$ cat config.mk
export PLATFORM = sky130hd
export DESIGN_NAME = fetch_unit
export DESIGN_NICKNAME = d
export VERILOG_FILES = /design/src/rtl/fetch_unit.sv
export SDC_FILE = /design/constraint.sdc
export NUM_CORES = 1
export LEC_CHECK = 0
export BUFFER_PORTS_ARGS = -buffer_cell sky130_fd_sc_hd__buf_2
export CORE_ASPECT_RATIO = 1.25
export CORE_UTILIZATION = 40
export CTS_CLUSTER_SIZE = 10
export DETAILED_ROUTE_END_ITERATION = 8
export GPL_TIMING_DRIVEN = 0
export PLACE_DENSITY_LB_ADDON = 0.08
export SLEW_MARGIN = 20
export SYNTH_ARGS = -nofsm -noshare
export SYNTH_HDL_FRONTEND = slang
export SYNTH_SLANG_ARGS = --single-unit
$ cat constraint.sdc
create_clock -name clk -period 5.1 [get_ports clk]
set_clock_uncertainty 0.1 [all_clocks]
set_input_delay 0.51 -clock clk [delete_from_list [all_inputs] [get_ports clk]]
set_output_delay 0.51 -clock clk [all_outputs]
set_load 0.05 [all_outputs]
$ cat src/rtl/fetch_unit.sv
// fetch_unit -- RV32 instruction-fetch stage.
// The unit owns the fetch PC and keeps at most one instruction-memory request
// outstanding. Returned words go into a small prefetch FIFO that feeds decode.
// A redirect from branch/jump resolution flushes the FIFO and restarts fetch
// at the word-aligned target. A response that is still in flight when the
// redirect arrives is dropped when it returns.
//
// Ports:
//   clk         core clock
//   reset       synchronous, active-high reset
//   pc_sel      redirect request (taken branch / jump)
//   target_pc   redirect address; bits [1:0] are ignored
//   imem_req    fetch request, held until imem_ack
//   imem_addr   fetch address, stable while imem_req=1
//   imem_ack    one-cycle response strobe
//   imem_rdata  instruction word, valid with imem_ack
//   if_valid    head FIFO entry valid for decode
//   if_ready    decode accepts the head entry
//   if_pc       PC of the head entry
//   if_inst     instruction of the head entry
module fetch_unit #(
  parameter logic [31:0] RESET_PC   = 32'h0000_0000,
  parameter int unsigned FIFO_DEPTH = 2
) (
  input  logic        clk,
  input  logic        reset,
  input  logic        pc_sel,
  input  logic [31:0] target_pc,
  output logic        imem_req,
  output logic [31:0] imem_addr,
  input  logic        imem_ack,
  input  logic [31:0] imem_rdata,
  output logic        if_valid,
  input  logic        if_ready,
  output logic [31:0] if_pc,
  output logic [31:0] if_inst
);

  localparam int unsigned PTR_W = (FIFO_DEPTH > 1) ? $clog2(FIFO_DEPTH) : 1;
  localparam int unsigned CNT_W = $clog2(FIFO_DEPTH) + 1;
  localparam logic [CNT_W-1:0] DEPTH_C = CNT_W'(FIFO_DEPTH);

  typedef enum logic {
    IDLE = 1'b0,
    REQ  = 1'b1
  } state_e;

  state_e           state_q, state_d;
  logic [31:0]      fetch_pc_q, fetch_pc_d;
  logic [31:0]      addr_q, addr_d;
  logic             drop_q, drop_d;
  logic [PTR_W-1:0] rd_ptr_q, rd_ptr_d;
  logic [PTR_W-1:0] wr_ptr_q, wr_ptr_d;
  logic [CNT_W-1:0] count_q, count_d;
  logic [31:0]      pc_mem_q   [FIFO_DEPTH];
  logic [31:0]      inst_mem_q [FIFO_DEPTH];

  logic ack_fire;
  logic push;
  logic pop;

  // The low target bits carry no meaning for an aligned fetch.
  logic unused_target_lsb;
  assign unused_target_lsb = ^target_pc[1:0];

  // Next-state logic: FIFO bookkeeping, fetch PC, drop flag and request FSM.
  always_comb begin
    state_d    = state_q;
    fetch_pc_d = fetch_pc_q;
    addr_d     = addr_q;
    drop_d     = drop_q;
    rd_ptr_d   = rd_ptr_q;
    wr_ptr_d   = wr_ptr_q;
    count_d    = count_q;

    ack_fire = (state_q == REQ) && imem_ack;
    // A redirect in the same cycle makes both the returning word and the pop moot.
    push     = ack_fire && !drop_q && !pc_sel;
    pop      = (count_q != '0) && if_ready && !pc_sel;

    if (pc_sel) begin
      rd_ptr_d   = '0;
      wr_ptr_d   = '0;
      count_d    = '0;
      fetch_pc_d = {target_pc[31:2], 2'b00};
    end else begin
      if (push) begin
        wr_ptr_d   = wr_ptr_q + PTR_W'(1);
        fetch_pc_d = fetch_pc_q + 32'd4;
      end
      if (pop) begin
        rd_ptr_d = rd_ptr_q + PTR_W'(1);
      end
      count_d = count_q + CNT_W'(push) - CNT_W'(pop);
    end

    // A redirect while a request is still unanswered poisons its response;
    // any response clears the flag because only one request can be in flight.
    if ((state_q == REQ) && !imem_ack && pc_sel) begin
      drop_d = 1'b1;
    end else if (ack_fire) begin
      drop_d = 1'b0;
    end

    // A request reserves a FIFO slot, so one may issue only while the
    // occupancy after this cycle leaves room for it.
    case (state_q)
      IDLE: begin
        if (count_d < DEPTH_C) begin
          state_d = REQ;
        end
      end
      REQ: begin
        if (imem_ack) begin
          state_d = (count_d < DEPTH_C) ? REQ : IDLE;
        end
      end
      default: state_d = IDLE;
    endcase

    // The bus address changes only when a new request starts; an unanswered
    // request keeps its old address even across a redirect.
    if ((state_d == REQ) && ((state_q == IDLE) || imem_ack)) begin
      addr_d = fetch_pc_d;
    end
  end

  // Control registers.
  always_ff @(posedge clk) begin
    if (reset) begin
      state_q    <= IDLE;
      fetch_pc_q <= RESET_PC;
      addr_q     <= RESET_PC;
      drop_q     <= 1'b0;
      rd_ptr_q   <= '0;
      wr_ptr_q   <= '0;
      count_q    <= '0;
    end else begin
      state_q    <= state_d;
      fetch_pc_q <= fetch_pc_d;
      addr_q     <= addr_d;
      drop_q     <= drop_d;
      rd_ptr_q   <= rd_ptr_d;
      wr_ptr_q   <= wr_ptr_d;
      count_q    <= count_d;
    end
  end

  // FIFO storage; contents are qualified by count_q, so no reset is needed.
  always_ff @(posedge clk) begin
    if (!reset && push) begin
      pc_mem_q[wr_ptr_q]   <= fetch_pc_q;
      inst_mem_q[wr_ptr_q] <= imem_rdata;
    end
  end

  assign imem_req  = (state_q == REQ);
  assign imem_addr = addr_q;
  assign if_valid  = (count_q != '0);
  // Head outputs read zero whenever nothing is buffered.
  assign if_pc     = if_valid ? pc_mem_q[rd_ptr_q]   : '0;
  assign if_inst   = if_valid ? inst_mem_q[rd_ptr_q] : '0;

  // The in-flight reservation guarantees a free slot for every push.
  a_no_overflow: assert property (@(posedge clk) disable iff (reset)
    push |-> ((count_q < DEPTH_C) || pop));

  // The bus address stays put until the outstanding request is answered.
  a_addr_stable: assert property (@(posedge clk) disable iff (reset)
    (imem_req && !imem_ack) |=> (imem_addr == $past(imem_addr)));

  // Occupancy never exceeds the buffer size.
  a_count_bound: assert property (@(posedge clk) disable iff (reset)
    count_q <= DEPTH_C);

endmodule
==> results of run 1 <==
-- worst reg2reg max path, delay by kind of cell, from the launching register on --
kind                       cells  cell delay [ns]
xor gates and xnor gates       2             0.46
adders and majority gates      2             0.46
DFF                            1             0.42
buffers and inverters          3             0.88
AOI/OAI and AO/OA              2             0.51
and+or+nand+nor                4             0.63
-- cells in the final DEF, fill, tap and decap left out, drive strengths merged, types with 13 or more instances in the layout --
cell type / instances
edfxtp: 128
xor2: 13
mux2i: 69
buf: 175
nand2: 27
nor2b: 16
a21oi: 15
nor3: 34
nand3: 29
dfxtp: 71
clkbuf: 50
nor2: 96
-- routing by layer --
metal | global-route usage [%] | up-vias | part of all wire [%]
met5 | 0 | - | 0
met4 | 6.10 | 0 | 1.4
met3 | 4.26 | 26 | 5.8
met2 | 32.7 | 178 | 50
met1 | 22.3 | 2678 | 42
li1 | - | 2723 | -
-- kinds of logic after synthesis --
kind of cell	count (synthesis)	share of synthesized area [%]
adders and majority gates	3	0.464
muxes	69	8.54
DFF	199	65.1
buffers and inverters	47	2.43
AOI/OAI and AO/OA	64	5.87
and+or+nand+nor	245	15.2
xor gates and xnor gates	22	2.38
-- state kept, by name, indices dropped and copies added, names as in the netlist, named ones only --
register / cells
inst_mem_q: 64
pc_mem_q: 64
fetch_pc_q: 32
imem_addr: 32
count_q: 2
drop_q: 1
imem_req: 1
rd_ptr_q: 1
wr_ptr_q: 1
-- report_power, final --
part / total [mW] / switching, mW / internal [mW]
clock: 1.46 / 0.571 / 0.884
combinational: 0.301 / 0.211 / 0.0899
sequential: 1.80 / 0.0407 / 1.76
total: 3.56 / 0.823 / 2.73
-- area by class of cell --
type | count | area [µm²]
well taps | 265 | 332
inverters | 8 | 30.0
clock inverters | 12 | 198
repair buffers | 166 | 883
plain buffers | 39 | 166
fillers | 1788 | 9660
flip-flops and latches | 199 | 5270
multi-input cells | 403 | 2640
clock buffers | 20 | 447
-- stage by stage --
step | cell area, µm² | hold slack, ns | util (%) | setup TNS, ns
after floorplan | 8090 | 0.317 | - | 0
after global placement | 9230 | 0.335 | 47.1 | -72.83
after detailed placement | 9310 | 0.337 | 47.5 | 0
after CTS | 9960 | 0.150 | 50.8 | 0
after global routing | 9960 | 0.151 | 50.8 | 0
final | 9960 | 0.165 | 50.8 | 0
-- path summary, 6_finish.rpt --
path / endpoint / slack, ns / cells past startpoint
max: imem_addr[14] / 0.65 / 15
min: inst_mem_q[1][29] / 0.16 / 1
max reg2reg: imem_addr[14] / 1.58 / 13
min reg2reg: pc_mem_q[1][1] / 0.35 / 0
==> impl_metrics.tcl, run 1 <==
set metrics [dict create \
    stdcell_count 1112 \
    htreeDepth 4 \
    grt_max_degree 52 \
    grt_overflow 0 \
    num_rows 57 \
    post_cts_buffers 0 \
    finalHoldViolCount 0 \
    syn_area_um2 8090 \
    num_vias 5605 \
    syn_inst 649 \
    root_buffer "clkbuf_16" \
    hold_path_class "primary input to flip-flop" \
    rsz0062_at_grt "no" \
    cts.sinks 199 \
    finalSetupViolCount 0 \
    async_flop_share_pct 0 \
    rr_startpoint "imem_req" \
    grt_antenna_before_repair 0 \
    ys_seq_elements 199 \
    timing.critical_path.mode_cell "clkbuf_1" \
    fin_ws_ns 0.648 \
    crit_type "primary input to flip-flop" \
    cp_num_buf_inv 6 \
    drive_gt1_share_pct 25.3 \
    synth_edf_count 128 \
    place_inst 1080 \
    vdd_drop_max_v 0.000228 \
    worst_pin_slew_ns 0.761 \
    crit_required_ns 5.35 \
    fmax_mhz 225 \
    synthTopCellsByCount "edfxtp_1 (128), nor2_1 (96), dfxtp_1 (71)" \
    hold_buffers 0 \
    cts_buffer_depth 2 \
    synth.most_common_cell "edfxtp_1" \
    slew_headroom_pct 49.3 \
    status "finished, final reports clean" \
    grt_pass1_vias 5565 \
    crit_path_start_kind "primary input" \
    wire_per_inst_um 17.1 \
    n_antenna_cell 0 \
    drv_slew 0 \
    critPathArrivalTime_ns 4.70 \
    die-width_um 129 \
    dpl.hpwl_mm 13.7 \
    nets 906 \
    path_cells "clkbuf_1 > clkbuf_1 > clkbuf_1 > buf_1 > nor2_1 > ha_1 > inv_1 > ha_1 > xor2_1 > xnor2_1 > nor2_1 > nor2b_1 > clkbuf_1 > o211ai_1 > a21oi_1" \
    boundaryPins 167 \
    synth_cell_types 53 \
    crit_family "buffers and inverters" \
    start_util_pct 41.2 \
    syn_avg_cell_area_um2 12.5 \
    vias_per_cell 5.04 \
    ctsResizeCount 0 \
    drtPass1Iterations 5 \
    ant_nets 0 \
    grtUsageTotal_pct 18.6 \
    yosysSeqAreaShare_pct 65.1 \
    globalplace.congestion 0.827 \
    cts_tree "yes" \
    preCtsSetupSlack_ns 0.232 \
    die_area_um2 20800 \
    cp_max_fo 10 \
    synth_top_area_share_pct 47.5 \
    p_per_area_nw_per_um2 357 \
    crit_path_end_kind "flip-flop" \
    die_y_um 161 \
    period_share_pct 87.3 \
    grt_pass1_wl_mm 29.0 \
    syn_to_final_growth_pct 23.2 \
    ys_warn_count 0 \
    cap_violations 0 \
    drtIter0Drc 329 \
    critPathMaxStageDelay_ns 0.53 \
    cts_buffers 17 \
    fin_crit_ns 4.45 \
    portBuffers 163 \
    worstHoldStart "imem_rdata[29]" \
    slowest_stage "clkbuf_1" \
    drc 0 \
    synthFlopType "edfxtp_1" \
    clk-insertion-delay-late_ns 0.43 \
    power_mw 3.56 \
    drt-total-wl_mm 19.0 \
    power_leakage_nw 3.79 \
    critPathLaunch "pc_sel" \
    synth_nets 721 \
    core_um2 19600 \
    synth_top_area_cell "edfxtp_1" \
    clk_pin_slew_ns 0.07 \
    ys_top_cells_by_area "edfxtp_1 (48%), dfxtp_1 (18%), mux2i_1 (8.5%)" \
]
Note: power is estimated with default switching activity, not from simulation.
==> inputs of run 2 (changes only) <==
--- a/config.mk
+++ b/config.mk
@@ -6,6 +6,8 @@
 export NUM_CORES = 1
 export LEC_CHECK = 0
 export BUFFER_PORTS_ARGS = -buffer_cell sky130_fd_sc_hd__buf_2
+export CELL_PAD_IN_SITES_DETAIL_PLACEMENT = 1
+export CELL_PAD_IN_SITES_GLOBAL_PLACEMENT = 1
 export CORE_ASPECT_RATIO = 1.25
 export CORE_UTILIZATION = 40
 export CTS_CLUSTER_SIZE = 10
==> run 2 against run 1 <==
  * Clock power shrank 11%
  * Total power down 4.2%
  * Non-clock buffer count is the same
  * Count of clock-buffer cells in the layout down 1
  * Die area stayed put
  * Maximum frequency is 0.19% lower
  * Sequential power hardly changed
  * First-iteration DRC count shrank 9.4%
  * Via count barely moved
  * Cell area is 0.74% lower
  * Utilization fell by 0.38 points
  * Global-route usage rose by 1.6 points
==> impl_metrics.tcl, run 2 (synthesized netlist as in run 1, its figures left out) <==
set metrics [dict create \
    status "finished, final reports clean" \
    root_buffer "clkbuf_16" \
    period_share_pct 87.4 \
    htreeDepth 4 \
    rsz0062_at_grt "no" \
    clk_pin_slew_ns 0.07 \
    multi_input_area_um2 2640 \
    timing.critical_path.mode_cell "clkbuf_1" \
    hold_buffers 0 \
    core_um2 19600 \
    cap_violations 0 \
    fillerInstances 2129 \
    power_leakage_nw 3.78 \
    drive_gt1_share_pct 25.5 \
    fmax_mhz 224 \
    crit_path_end_kind "flip-flop" \
    ant_nets 0 \
    biggestRegsByFlops "inst_mem_q x64, pc_mem_q x64" \
    crit_path_start_kind "primary input" \
    post_cts_buffers 0 \
    final_area_um2 9880 \
    finalHoldViolCount 0 \
    n_antenna_cell 0 \
    worstHoldStart "imem_rdata[11]" \
    num_vias 5606 \
    clk-insertion-delay-late_ns 0.43 \
    p_per_area_nw_per_um2 345 \
    globalplace.congestion 0.833 \
    grt_antenna_before_repair 0 \
    vdd_drop_max_v 0.000231 \
    r2r_slack_ns 1.67 \
    grt_pass1_wl_mm 31.3 \
    critPathMaxStageDelay_ns 0.59 \
    crit_required_ns 5.36 \
    vias_per_cell 5.04 \
    boundaryPins 167 \
    start_util_pct 41.2 \
    cts_tree "yes" \
    dpl.hpwl_mm 14.9 \
    slew_headroom_pct 51.1 \
    seq_area_um2 5270 \
    drtPass1Iterations 4 \
    path_cells "clkbuf_1 > clkbuf_1 > clkbuf_1 > buf_1 > nor2_1 > ha_1 > inv_1 > ha_1 > xor2_1 > xnor2_1 > nor2_1 > nor2b_1 > clkbuf_1 > o211ai_1 > a21oi_1" \
    drtIter0Drc 298 \
    worst_pin_slew_ns 0.734 \
    cp_max_fo 10 \
    grt_max_degree 51 \
    nets 906 \
    die_y_um 161 \
    drt-total-wl_mm 20.1 \
    final_common_cell "buf_2" \
    fin_tns_setup_ns 0 \
    wire_per_inst_um 18.0 \
    place_area_um2 9310 \
    drc 0 \
    crit_type "primary input to flip-flop" \
    power_mw 3.41 \
    grt_overflow 0 \
    slowest_stage "clkbuf_1" \
    cts_buffer_depth 2 \
    drv_slew 0 \
    hold_path_class "primary input to flip-flop" \
    rr_startpoint "imem_req" \
    critPathLaunch "pc_sel" \
    die_area_um2 20800 \
    grt_pass1_vias 5885 \
    fin_crit_ns 4.46 \
    finalSetupViolCount 0 \
    portBuffers 163 \
    critPathArrivalTime_ns 4.72 \
    cts_buffers 17 \
    layout_common_cells "buf_2 (164), edfxtp_1 (128), nor2_1 (95)" \
    grtUsageTotal_pct 20.2 \
    num_rows 57 \
    ctsResizeCount 0 \
    syn_to_final_growth_pct 22.2 \
    cts.sinks 199 \
    die-width_um 129 \
]
==> run 2: stage by stage <==
stage / util, % / std cells / hold WS [ns] / worst slack [ns]
final: 50.4 / 1112 / 0.167 / 0.640
after detailed placement: 47.5 / 1080 / 0.347 / 0.212
after global routing: 50.4 / 1112 / 0.149 / 0.286
after floorplan: - / 649 / 0.317 / 0.582
after global placement: 47.1 / 1077 / 0.336 / -1.05
after CTS: 50.4 / 1112 / 0.143 / 0.651
==> run 2: cell type report <==
| class | instances | area share [%] |
|---|---|---|
| Sequential cell | 199 | 53.3 |
| Multi-Input combinational cell | 403 | 26.7 |
| Timing Repair Buffer | 166 | 8.94 |
| Clock buffer | 19 | 4.60 |
| Tap cell | 265 | 3.35 |
| Buffer | 39 | 1.68 |
| Clock inverter | 13 | 1.18 |
| Inverter | 8 | 0.304 |
==> run 2: power breakdown <==
group / leakage, nW / switching, mW / internal (mW)
clock: 0.295 / 0.578 / 0.725
sequential: 1.77 / 0.0409 / 1.76
combinational: 1.71 / 0.213 / 0.0900
==> run 2: worst paths after layout <==
kind                  endpoint  depth (start not counted)
max               imem_addr[9]                         15
min          inst_mem_q[0][11]                          1
max reg2reg       imem_addr[9]                         13
min reg2reg       imem_addr[4]                          2
==> run 2: per-layer routing <==
metal	vias up	part of all wire, %	global-route usage (%)
met3	32	5.4	4.10
met5	-	0	0
met4	0	2.3	8.07
li1	2734	-	-
met1	2664	44	25.0
met2	176	48	34.3
==> run 2: worst max-delay path, delay by kind of cell <==
family / cells / cell delay [ns]
buf+inv: 6 / 2.37
simple gates: 3 / 0.46
fa+ha+maj: 2 / 0.47
compound gates: 2 / 0.44
xor+xnor: 2 / 0.45
